`src/rtl/lcd_hd44780_ctrl_if.sv`:
```
// Host byte-write channel into the HD44780 controller.
interface lcd_hd44780_ctrl_if;
    logic       req_valid;
    logic       req_ready;
    logic       req_rs;
    logic [7:0] req_data;

    modport master (output req_valid, output req_rs, output req_data, input req_ready);
    modport slave  (input req_valid, input req_rs, input req_data, output req_ready);
endinterface

```
`src/rtl/lcd_hd44780_ctrl.sv`:
```
// HD44780-class character-LCD controller: power-on init, host byte writes in
// 8- or 4-bit bus mode, cursor tracking with automatic row wrap.
module lcd_hd44780_ctrl #(
    parameter int CLK_HZ     = 50_000_000,
    parameter int BUS_4BIT   = 0,
    parameter int ROWS       = 2,
    parameter int COLS       = 16,
    parameter int AUTO_WRAP  = 1,
    parameter int E_CYC      = 12,
    parameter int T_PWR_US   = 15000,
    parameter int T_INIT_US  = 4100,
    parameter int T_LONG_US  = 1530,
    parameter int T_SHORT_US = 39,
    parameter int T_DATA_US  = 43
) (
    input  logic               clk,
    input  logic               rst_n,
    lcd_hd44780_ctrl_if.slave  host,
    output logic               init_done,
    output logic               busy,
    output logic               RS,
    output logic               RW,
    output logic               E,
    output logic [7:0]         DATA
);
    // state    | meaning
    // PWR_WAIT | power-up delay after reset
    // SETUP    | RS/DATA driven, E low
    // E_HI     | E high
    // HOLD     | E low, RS/DATA held
    // WAIT     | LCD busy delay after a complete byte
    // WRAP     | load the row-change DDRAM address command
    // IDLE     | ready for a host byte
    typedef enum logic [2:0] {
        S_PWR_WAIT, S_SETUP, S_E_HI, S_HOLD, S_WAIT, S_WRAP, S_IDLE
    } state_t;

    function automatic int imax(input int a, input int b);
        return (a > b) ? a : b;
    endfunction

    localparam int CYC_US  = CLK_HZ / 1_000_000;
    localparam int D_PWR   = T_PWR_US * CYC_US;
    localparam int D_INIT  = T_INIT_US * CYC_US;
    localparam int D_LONG  = T_LONG_US * CYC_US;
    localparam int D_SHORT = T_SHORT_US * CYC_US;
    localparam int D_DATA  = T_DATA_US * CYC_US;
    localparam int D_MAX   = imax(imax(imax(D_PWR, D_INIT), imax(D_LONG, D_SHORT)), imax(D_DATA, E_CYC));
    localparam int CW      = $clog2(D_MAX + 1);
    localparam int N_INIT  = (BUS_4BIT != 0) ? 8 : 7;

    localparam logic [CW-1:0] PWR_LD  = CW'(D_PWR - 1);
    localparam logic [CW-1:0] INIT_LD = CW'(D_INIT - 1);
    localparam logic [CW-1:0] E_LD    = CW'(E_CYC - 1);
    localparam logic [7:0] FUNC_SET   = (BUS_4BIT != 0) ? ((ROWS > 1) ? 8'h28 : 8'h20)
                                                        : ((ROWS > 1) ? 8'h38 : 8'h30);

    // 8-bit mode skips the 4-bit-only 0x20 step, so its indices shift by one.
    function automatic logic [7:0] init_byte(input logic [3:0] s);
        logic [3:0] k;
        k = (BUS_4BIT != 0 || s < 4'd3) ? s : s + 4'd1;
        case (k)
            4'd0, 4'd1, 4'd2: init_byte = 8'h30;
            4'd3:             init_byte = 8'h20;
            4'd4:             init_byte = FUNC_SET;
            4'd5:             init_byte = 8'h0C;
            4'd6:             init_byte = 8'h01;
            default:          init_byte = 8'h06;
        endcase
    endfunction

    function automatic logic [CW-1:0] byte_dly(input logic rs, input logic [7:0] b);
        if (rs)                        byte_dly = CW'(D_DATA - 1);
        else if (b inside {8'h01, 8'h02, 8'h03}) byte_dly = CW'(D_LONG - 1);
        else                           byte_dly = CW'(D_SHORT - 1);
    endfunction

    function automatic logic [6:0] row_base(input logic [1:0] r);
        case (r)
            2'd0:    row_base = 7'h00;
            2'd1:    row_base = 7'h40;
            2'd2:    row_base = 7'(COLS);
            default: row_base = 7'(64 + COLS);
        endcase
    endfunction

    state_t        state, state_nxt;
    logic [CW-1:0] cnt, cnt_nxt;
    logic [7:0]    cur_byte, byte_nxt;
    logic          cur_rs, rs_nxt;
    logic          single, single_nxt;
    logic          nib, nib_nxt;
    logic [3:0]    step, step_nxt;
    logic          done_nxt, accept, wrap_clr, wrap_set, wrap_pend, strobe;
    logic [1:0]    row, row_nxt;
    logic [5:0]    col, col_nxt;

    always_comb begin
        state_nxt  = state;
        cnt_nxt    = (cnt == '0) ? '0 : cnt - CW'(1);
        byte_nxt   = cur_byte;
        rs_nxt     = cur_rs;
        single_nxt = single;
        nib_nxt    = nib;
        step_nxt   = step;
        done_nxt   = init_done;
        accept     = 1'b0;
        wrap_clr   = 1'b0;
        case (state)
            S_PWR_WAIT: if (cnt == '0) begin
                state_nxt  = S_SETUP;
                cnt_nxt    = E_LD;
                byte_nxt   = init_byte(4'd0);
                rs_nxt     = 1'b0;
                single_nxt = (BUS_4BIT != 0);
                nib_nxt    = 1'b0;
                step_nxt   = 4'd0;
            end
            S_SETUP: if (cnt == '0) begin
                state_nxt = S_E_HI;
                cnt_nxt   = E_LD;
            end
            S_E_HI: if (cnt == '0) begin
                state_nxt = S_HOLD;
                cnt_nxt   = E_LD;
            end
            S_HOLD: if (cnt == '0) begin
                if (BUS_4BIT != 0 && !single && !nib) begin
                    state_nxt = S_SETUP;
                    cnt_nxt   = E_LD;
                    nib_nxt   = 1'b1;
                end else begin
                    state_nxt = S_WAIT;
                    cnt_nxt   = (!init_done && step < 4'd3) ? INIT_LD : byte_dly(cur_rs, cur_byte);
                end
            end
            S_WAIT: if (cnt == '0) begin
                if (!init_done) begin
                    if (step == 4'(N_INIT - 1)) begin
                        done_nxt  = 1'b1;
                        state_nxt = S_IDLE;
                    end else begin
                        state_nxt  = S_SETUP;
                        cnt_nxt    = E_LD;
                        step_nxt   = step + 4'd1;
                        byte_nxt   = init_byte(step + 4'd1);
                        rs_nxt     = 1'b0;
                        single_nxt = (BUS_4BIT != 0) && (step < 4'd3);
                        nib_nxt    = 1'b0;
                    end
                end else begin
                    state_nxt = wrap_pend ? S_WRAP : S_IDLE;
                end
            end
            S_WRAP: begin
                state_nxt  = S_SETUP;
                cnt_nxt    = E_LD;
                byte_nxt   = {1'b1, row_base(row)};
                rs_nxt     = 1'b0;
                single_nxt = 1'b0;
                nib_nxt    = 1'b0;
                wrap_clr   = 1'b1;
            end
            default: if (host.req_valid) begin
                accept     = 1'b1;
                state_nxt  = S_SETUP;
                cnt_nxt    = E_LD;
                byte_nxt   = host.req_data;
                rs_nxt     = host.req_rs;
                single_nxt = 1'b0;
                nib_nxt    = 1'b0;
            end
        endcase
    end

    always_ff @(posedge clk or negedge rst_n) begin
        if (!rst_n) begin
            state     <= S_PWR_WAIT;
            cnt       <= PWR_LD;
            cur_byte  <= 8'h00;
            cur_rs    <= 1'b0;
            single    <= 1'b0;
            nib       <= 1'b0;
            step      <= 4'd0;
            init_done <= 1'b0;
        end else begin
            state     <= state_nxt;
            cnt       <= cnt_nxt;
            cur_byte  <= byte_nxt;
            cur_rs    <= rs_nxt;
            single    <= single_nxt;
            nib       <= nib_nxt;
            step      <= step_nxt;
            init_done <= done_nxt;
        end
    end

    // Addresses outside every visible row leave the cursor where it was.
    always_comb begin
        int a;
        int b;
        row_nxt  = row;
        col_nxt  = col;
        wrap_set = 1'b0;
        a        = int'(host.req_data[6:0]);
        b        = 0;
        if (host.req_rs) begin
            if (col == 6'(COLS - 1)) begin
                col_nxt  = 6'd0;
                row_nxt  = (row == 2'(ROWS - 1)) ? 2'd0 : row + 2'd1;
                wrap_set = (AUTO_WRAP != 0);
            end else begin
                col_nxt = col + 6'd1;
            end
        end else if (host.req_data[7]) begin
            for (int r = 0; r < ROWS; r++) begin
                b = int'(row_base(2'(r)));
                if (a >= b && a < b + COLS) begin
                    row_nxt = 2'(r);
                    col_nxt = 6'(a - b);
                end
            end
        end else if (host.req_data inside {8'h01, 8'h02, 8'h03}) begin
            row_nxt = 2'd0;
            col_nxt = 6'd0;
        end
    end

    always_ff @(posedge clk or negedge rst_n) begin
        if (!rst_n) begin
            row       <= 2'd0;
            col       <= 6'd0;
            wrap_pend <= 1'b0;
        end else begin
            if (accept) begin
                row <= row_nxt;
                col <= col_nxt;
            end
            if (accept && wrap_set) wrap_pend <= 1'b1;
            else if (wrap_clr)      wrap_pend <= 1'b0;
        end
    end

    assign strobe         = (state == S_SETUP) || (state == S_E_HI) || (state == S_HOLD);
    assign host.req_ready = (state == S_IDLE);
    assign busy           = (state != S_IDLE);
    assign E              = (state == S_E_HI);
    assign RS             = strobe & cur_rs;
    assign RW             = 1'b0;

    always_comb begin
        DATA = 8'h00;
        if (strobe) begin
            if (BUS_4BIT != 0) DATA = {(nib ? cur_byte[3:0] : cur_byte[7:4]), 4'h0};
            else               DATA = cur_byte;
        end
    end
endmodule

```
`src/flat_wrapper.sv`:
```
// flat-port wrapper written by rule: the top's interface ports become plain ports
module lcd_hd44780_ctrl_flat 
#(
    parameter int CLK_HZ     = 50_000_000,
    parameter int BUS_4BIT   = 0,
    parameter int ROWS       = 2,
    parameter int COLS       = 16,
    parameter int AUTO_WRAP  = 1,
    parameter int E_CYC      = 12,
    parameter int T_PWR_US   = 15000,
    parameter int T_INIT_US  = 4100,
    parameter int T_LONG_US  = 1530,
    parameter int T_SHORT_US = 39,
    parameter int T_DATA_US  = 43
)
  (clk, rst_n, init_done, busy, RS, RW, E, DATA, host_req_valid, host_req_rs, host_req_data, host_req_ready);
  lcd_hd44780_ctrl_if host_i ();
  input  logic clk;
  input  logic rst_n;
  output logic init_done;
  output logic busy;
  output logic RS;
  output logic RW;
  output logic E;
  output logic [7:0] DATA;
  input wire logic [$bits(host_i.req_valid)-1:0] host_req_valid;
  input wire logic [$bits(host_i.req_rs)-1:0] host_req_rs;
  input wire logic [$bits(host_i.req_data)-1:0] host_req_data;
  output wire logic [$bits(host_i.req_ready)-1:0] host_req_ready;
  assign host_i.req_valid = host_req_valid;
  assign host_i.req_rs = host_req_rs;
  assign host_i.req_data = host_req_data;
  assign host_req_ready = host_i.req_ready;
  lcd_hd44780_ctrl #(.CLK_HZ(CLK_HZ), .BUS_4BIT(BUS_4BIT), .ROWS(ROWS), .COLS(COLS), .AUTO_WRAP(AUTO_WRAP), .E_CYC(E_CYC), .T_PWR_US(T_PWR_US), .T_INIT_US(T_INIT_US), .T_LONG_US(T_LONG_US), .T_SHORT_US(T_SHORT_US), .T_DATA_US(T_DATA_US)) u_core (.clk(clk), .rst_n(rst_n), .host(host_i), .init_done(init_done), .busy(busy), .RS(RS), .RW(RW), .E(E), .DATA(DATA));
endmodule
```
`config.mk`:
```
export PLATFORM = sky130hd
export DESIGN_NAME = lcd_hd44780_ctrl_flat
export DESIGN_NICKNAME = d
export VERILOG_FILES = /design/src/rtl/lcd_hd44780_ctrl_if.sv /design/src/rtl/lcd_hd44780_ctrl.sv /design/src/flat_wrapper.sv
export SDC_FILE = /design/constraint.sdc
export NUM_CORES = 1
export LEC_CHECK = 0
export ABC_CLOCK_PERIOD_IN_PS = 2460
export BUFFER_PORTS_ARGS = -buffer_cell sky130_fd_sc_hd__buf_4
export CAP_MARGIN = 20
export CORE_MARGIN = 10
export CORE_UTILIZATION = 54
export DETAILED_ROUTE_END_ITERATION = 10
export GPL_ROUTABILITY_DRIVEN = 1
export PLACE_DENSITY = 0.84
export SETUP_SLACK_MARGIN = 0.5
export SKIP_LAST_GASP = 1
export SLEW_MARGIN = 25
export SYNTH_ARGS = -nofsm -noshare
export SYNTH_HDL_FRONTEND = slang
export SYNTH_SLANG_ARGS = --single-unit
```
`constraint.sdc`:
```
create_clock -name clk -period 2.46 [get_ports clk]
set_input_delay 0.492 -clock clk [delete_from_list [all_inputs] [get_ports clk]]
set_output_delay 0.492 -clock clk [all_outputs]
set_load 0.1 [all_outputs]
```
# After elaboration in Yosys (flattened, before gate mapping)

Index checks and enable logic that the tools add are counted.

Bits of input ports: 12
Flip-flop bits (word level): 46
Word-level logic and storage cells: 154
Output and inout port bits: 14

Reductions and logical operators: 28
Bitwise gates (word level): 2
Multiplexer cells: 68
Add/subtract/negate cells: 9
Order comparisons: 6
Equal/unequal tests: 32

Operator list:

| cell                    | count |
|---|---|
| $mux W20                | 9 |
| $pmux W20 S4            | 1 |
| $mux W8                 | 6 |
| $mux W6                 | 6 |
| $eq A8 B2 Y1 const B    | 4 |
| $pmux W8 S4             | 1 |
| $pmux W6 S5             | 1 |
| $mux W7                 | 4 |
| $mux W3                 | 8 |
| $pmux W7 S3             | 1 |
| $logic_not A20 Y1       | 1 |
| $mux W4                 | 5 |
| $sub A20 B1 Y20 const B | 1 |
| $pmux W3 S6             | 1 |
| $mux W17                | 1 |
| $add A7 B5 Y8 const B   | 2 |
| $eq A4 B3 Y1 const B    | 4 |
| $eq A8 B1 Y1 const B    | 2 |
| $lt A7 B8 Y1            | 2 |
| $mux W2                 | 8 |
| $ge A7 B7 Y1            | 2 |
| $mux W1                 | 14 |
| $ne A2 B1 Y1 const B    | 6 |
| $reduce_and A6 Y1       | 2 |
| other kinds (36)        | 53 |

# Logic depth before layout (Yosys ltp)

Word-level depth: 10
Mapped depth: 9
Mapped depth without buffers: 7

# Worst setup path before layout

Ideal clock, no wire load.

Path type: flip-flop to output port
Start point: reg u_core.state[1]
End point: out E
Stages on the path, launching flop included: 5
Arrival: 3.146 ns
Buffers on the path: 2
Path slack: -1.178 ns
Data required time: 1.968 ns
Path through: dfrtp_1 -> clkbuf_1 -> clkbuf_1 -> inv_1 -> nor3_1

Cells in the longest elaborated chain, start to end: 1

RTL lines:

| element                | RTL line                | text |
|---|---|---|
| from (decl)            | lcd_hd44780_ctrl.sv:87  | `state_t state, state_nxt;` |
| from (signal assigned) | lcd_hd44780_ctrl.sv:187 | `state <= state_nxt;` |
| $eq A3 B2 Y1           | lcd_hd44780_ctrl.sv:247 | `assign E = (state == S_E_HI);` |
| to (decl)              | flat_wrapper.sv:24      | `output logic E;` |

Every way passes these cells.

# Final worst setup path

Start point: reg u_core.cnt[12]
End point: reg u_core.cur_byte[3]

Cells in the longest elaborated chain, start to end: 3
Elaborated cells on any way between the ends: 4
Those cells by class: eq/ne (2); reduce/logical (2)

RTL lines:

| element                                | RTL line                                         | text |
|---|---|---|
| from (decl)                            | lcd_hd44780_ctrl.sv:88                           | `logic [CW-1:0] cnt, cnt_nxt;` |
| from (signal assigned)                 | lcd_hd44780_ctrl.sv:188                          | `cnt <= cnt_nxt;` |
| $logic_not A20 Y1 (*)                  | lcd_hd44780_ctrl.sv:110, lcd_hd44780_ctrl.sv:137 |  |
| $ne A2 B1 Y1 (no source line)          | --                                               |  |
| $reduce_and A6 Y1 (no source line) (*) | --                                               |  |
| to (signal assigned)                   | lcd_hd44780_ctrl.sv:189                          | `cur_byte <= byte_nxt;` |
| to (decl)                              | lcd_hd44780_ctrl.sv:89                           | `logic [7:0] cur_byte, byte_nxt;` |

Every way passes the cells marked *; elsewhere a longest branch is shown, timed or not.
A chain may end at the register's enable or synchronous reset.

==> impl.org <==
** Status
- Run status :: completed

** Clock network
- Insertion delay to the later sink of the worst-skew pair :: 330 ps
- TritonCTS built the clock tree.
- In this run the deepest clock path goes through 2 buffers.
- CTS clock-pin slew for the worst setup and hold paths :: 90 ps
- The H-tree was split into 2 levels.
- Master cell of the clock root buffer :: sky130_fd_sc_hd__clkbuf_8
- Clock tree synthesis inserted a total of 5 buffers.
- For this design, the sink count on the clock tree is 46.

** Final layout
- The finished layout holds 517 standard cells, fillers aside.
- 0 antenna diodes ended up in the layout.
- The post-route netlist has 44.7% of its cells at a drive strength greater than 1.
- The final layout contains 461 nets.
- Compared with the post-synthesis result, the final layout area differs by 44.4%.
- The finished cells cover 4580 um2.
- Fraction of the core area covered by cells at the end of the flow :: 81.7%

** Hold path
- Path type of the worst min-delay path :: in -> async

** Power
- IR analysis of the VDD net gives a maximum drop of 0.000322 V.
- Power Total :: 1530 uW
- Leak Pwr :: 0.00187 uW
- Pwr per Cell Area :: 334 nW/um2

** Global route
- Global routing consumed, on the met1 layer, 24.4% of the routing resources.
- For this run, the total global-route usage over all layers was measured as 20.5%.
- Met2 global-route usage :: 34.2%
- Overall overflow remaining after global route :: 0
- Entering global routing, the biggest net connects 47 pins.
- GRT busiest layer :: met2
- The number of antenna violations at the first check in global routing was 0.
- For met3 alone, demand over resource in global routing was 4.61%.
- Vias in the first global route :: 3,273
- The first global-routing pass estimated 16.5 mm of wire.

** Floorplanning
- The core region is 5610 um2.
- For this configuration, the core starts out at a cell density of 56.6%.
- Die Footprint :: 9350 um2
- Height of the chip :: 96.7 um
- Standard-cell row count :: 27
- Width of the die :: 96.7 um
- During I/O placement, the number of pins put on the boundary was 26.

** Timing
- Setup repair after global routing missed its margin :: yes
- Final clock period utilization by the worst path :: 91.6%
- Headroom to the max-slew limit :: 43.3%
- Slew at the pin closest to its max-slew limit :: 847 ps
- The final max-slew violation count is 0.
- Worst Skew :: 4.11 ps
- The final count of hold timing violations came to 0.
- Achievable clock frequency :: 444 MHz
- After layout, the minimum clock period comes to 2250 ps.
- Final total negative setup slack :: 0 ps
- Final count of negative-setup-slack endpoints :: 0

** Worst setup path
- Worst setup path endpoint :: u_core.cur_byte[3]
- The most critical setup path has its startpoint at u_core.cnt[12].
- Startpoint type of the worst setup path :: register
- The worst setup path is captured at a register.
- At the worst endpoint, the required time is 2670 ps.
- Crit path kind :: reg -> reg
- In this run the critical register-to-register path is launched from u_core.cnt[12].
- R2R depth :: 8
- Reg2reg setup slack :: 210 ps
- Reg-to-reg endpoint :: u_core.cur_byte[3]
- Maximum fanout encountered on the critical timing path :: 2
- STA puts the critical path data arrival time at 2460 ps.

** Placed design
- The placed instances occupy a cell area of 3640 um2.
- Port buffering added 24 buffers.
- The wire-length estimate of the detail-placed layout is 6.36 mm.
- Including well taps, the total number of placed cells is 469.
- Final weighted congestion of routability-driven global placement :: 0.901

** Yosys
- Counting every instance in the synthesized netlist gives 368.
- The share of the Yosys chip area taken by registers is 36.8%.
- Synth Register Bits :: 46
- Share of flip-flops with an asynchronous set or reset :: 100%
- In this run the cell area of the synthesized design comes to 3170 um2.
- When the netlist entered floorplanning its net count stood at 385.
- Most common flop cell mapped by yosys :: sky130_fd_sc_hd__dfrtp_1
- The netlist uses 71 different library cells.
- Post-Syn Area per Cell :: 8.63 um2
- The Yosys step of the flow raised 0 warnings.
- Number of synthesized flops with an enable pin :: 0

** Routing
- In the routed design, unresolved DRC markers number 0.
- First-pass detailed-route iteration total :: 5
- Dividing the detail-routed via count by the number of cells gives 6.67.
- For this block, the initial DRC count from the detailed router was 304.
- Vias :: 3,448
- Final routed wire length divided by cell count :: 22.3 um
- In this run the remaining antenna-violating nets after routing total 0.
- Final wirelength :: 11.5 mm

** Flow run
- Across the run, the number of max-cap violations was 0.
worst max-delay path, cell delays in order, from the launching register on:
cell	delay (ps)
sky130_fd_sc_hd__dfstp_2	380
sky130_fd_sc_hd__or4_4	550
sky130_fd_sc_hd__nor4_4	340
sky130_fd_sc_hd__a41oi_2	180
sky130_fd_sc_hd__buf_4	200
sky130_fd_sc_hd__buf_4	140
sky130_fd_sc_hd__buf_6	110
sky130_fd_sc_hd__a21oi_2	130
sky130_fd_sc_hd__a21oi_1	90
Yosys cell counts (3+ instances only):
master	number	share of area (%)
sky130_fd_sc_hd__o22ai_1	5	0.99
sky130_fd_sc_hd__and2_1	11	2.2
sky130_fd_sc_hd__o211ai_1	3	0.71
sky130_fd_sc_hd__clkbuf_1	16	1.9
sky130_fd_sc_hd__dfstp_2	13	11
sky130_fd_sc_hd__a22o_1	4	1.1
sky130_fd_sc_hd__nor4_1	8	1.6
sky130_fd_sc_hd__or4_4	3	1.1
sky130_fd_sc_hd__nor2b_1	7	1.4
sky130_fd_sc_hd__nand3_1	17	2.7
sky130_fd_sc_hd__a22oi_1	3	0.71
sky130_fd_sc_hd__nor3_1	11	1.7
sky130_fd_sc_hd__nand4_1	3	0.59
sky130_fd_sc_hd__nand2b_1	4	0.79
sky130_fd_sc_hd__xnor2_1	8	2.2
sky130_fd_sc_hd__dfrtp_1	33	26
sky130_fd_sc_hd__nor2_1	30	3.5
sky130_fd_sc_hd__o21ai_0	26	4.1
sky130_fd_sc_hd__o221ai_1	3	0.83
sky130_fd_sc_hd__nand3b_1	6	1.4
sky130_fd_sc_hd__nand2_1	31	3.7
sky130_fd_sc_hd__a21oi_1	15	2.4
sky130_fd_sc_hd__inv_1	14	1.7
sky130_fd_sc_hd__or3_1	4	0.79
sky130_fd_sc_hd__xor2_1	12	3.3
sky130_fd_sc_hd__a221oi_1	3	0.83
sky130_fd_sc_hd__or2_2	4	0.79
sky130_fd_sc_hd__and3_1	4	0.79
sky130_fd_sc_hd__mux2_2	4	1.4
sky130_fd_sc_hd__a31oi_1	7	1.4
sky130_fd_sc_hd__a211oi_1	3	0.71
sky130_fd_sc_hd__ha_1	5	2.0
metal layers:
metal  vias up  wire length, um
met5         -                0
met2       211             5740
li1       1508                -
met3        62              817
met1      1667             4370
met4         0              575
worst min path at each step:
stage / start / endpoint / cells past startpoint
finish: rst_n / u_core.step[0] / 1
CTS: rst_n / u_core.step[0] / 1
global placement: u_core.row[1] / u_core.row[1] / 1
global route: rst_n / u_core.step[0] / 1
floorplan: rst_n / u_core.cnt[10] / 0
detailed placement: u_core.cur_byte[7] / u_core.cur_byte[7] / 1
registers in the layout, indices dropped and copies added, names as in the netlist:
register / cells
u_core.wrap_pend: 1
u_core.cur_rs: 1
u_core.row: 2
u_core.state: 3
u_core.cnt: 20
u_core.col: 6
u_core.cur_byte: 8
u_core.step: 4
u_core.init_done: 1
where the power goes:
part               switching, uW  internal (uW)  leakage, uW
combinational               43.3           22.1      0.00126
clock                        302            407    0.0000683
sequential     0.000000000000206            757     0.000545
kinds of logic (layout without fill, tap and decap cells):
| group | Yosys count | after routing | share of synthesized area, % |
|---|---|---|---|
| compound gates | 99 | 100 | 21.2 |
| fa+ha+maj | 5 | 5 | 1.97 |
| buf+inv | 34 | 110 | 4.41 |
| mux | 6 | 6 | 2.05 |
| simple gates | 156 | 156 | 27.2 |
| xor+xnor | 21 | 21 | 6.27 |
| flops | 46 | 46 | 36.8 |
| other cells | 1 | 1 | 0.118 |
stage by stage:
stage / setup WS [ps] / hold slack, ps
4_1_cts: 232 / 195
3_5_place_dp: 106 / 523
3_3_place_gp: 173 / 506
6_report: 207 / 156
2_1_floorplan: 129 / 196
5_1_grt: 149 / 187
cell usage in the layout, fill, tap and decap left out, types with 8 or more instances in the layout:
master and count:
sky130_fd_sc_hd__nor2_1 22, sky130_fd_sc_hd__o21ai_0 13, sky130_fd_sc_hd__dfrtp_1 28, sky130_fd_sc_hd__buf_4 58, sky130_fd_sc_hd__o21ai_2 8, sky130_fd_sc_hd__buf_6 23
sky130_fd_sc_hd__nand3_1 14, sky130_fd_sc_hd__nand2_1 24, sky130_fd_sc_hd__inv_1 13, sky130_fd_sc_hd__dfstp_2 13, sky130_fd_sc_hd__xnor2_1 8, sky130_fd_sc_hd__a21oi_1 9
sky130_fd_sc_hd__nor3_1 8, sky130_fd_sc_hd__xor2_1 11
layout make-up:
cell class	count	area (um2)
inverter	14	56.3
sequential	46	1170
clock inverter	3	68.8
tap	72	90.1
multi-input combinational	289	2310
clock buffer	5	68.8
timing repair buffer	88	820
fill	321	1020
repair_timing:
item | CTS | global route
resized for setup | 70 | 52
setup endpoints to repair | 49 | 49
pin swaps | 20 | 23
hold buffers | 0 | 0
setup buffers | 28 | 10
cloned | 2 | 0
(Power assumes the default switching activity.)
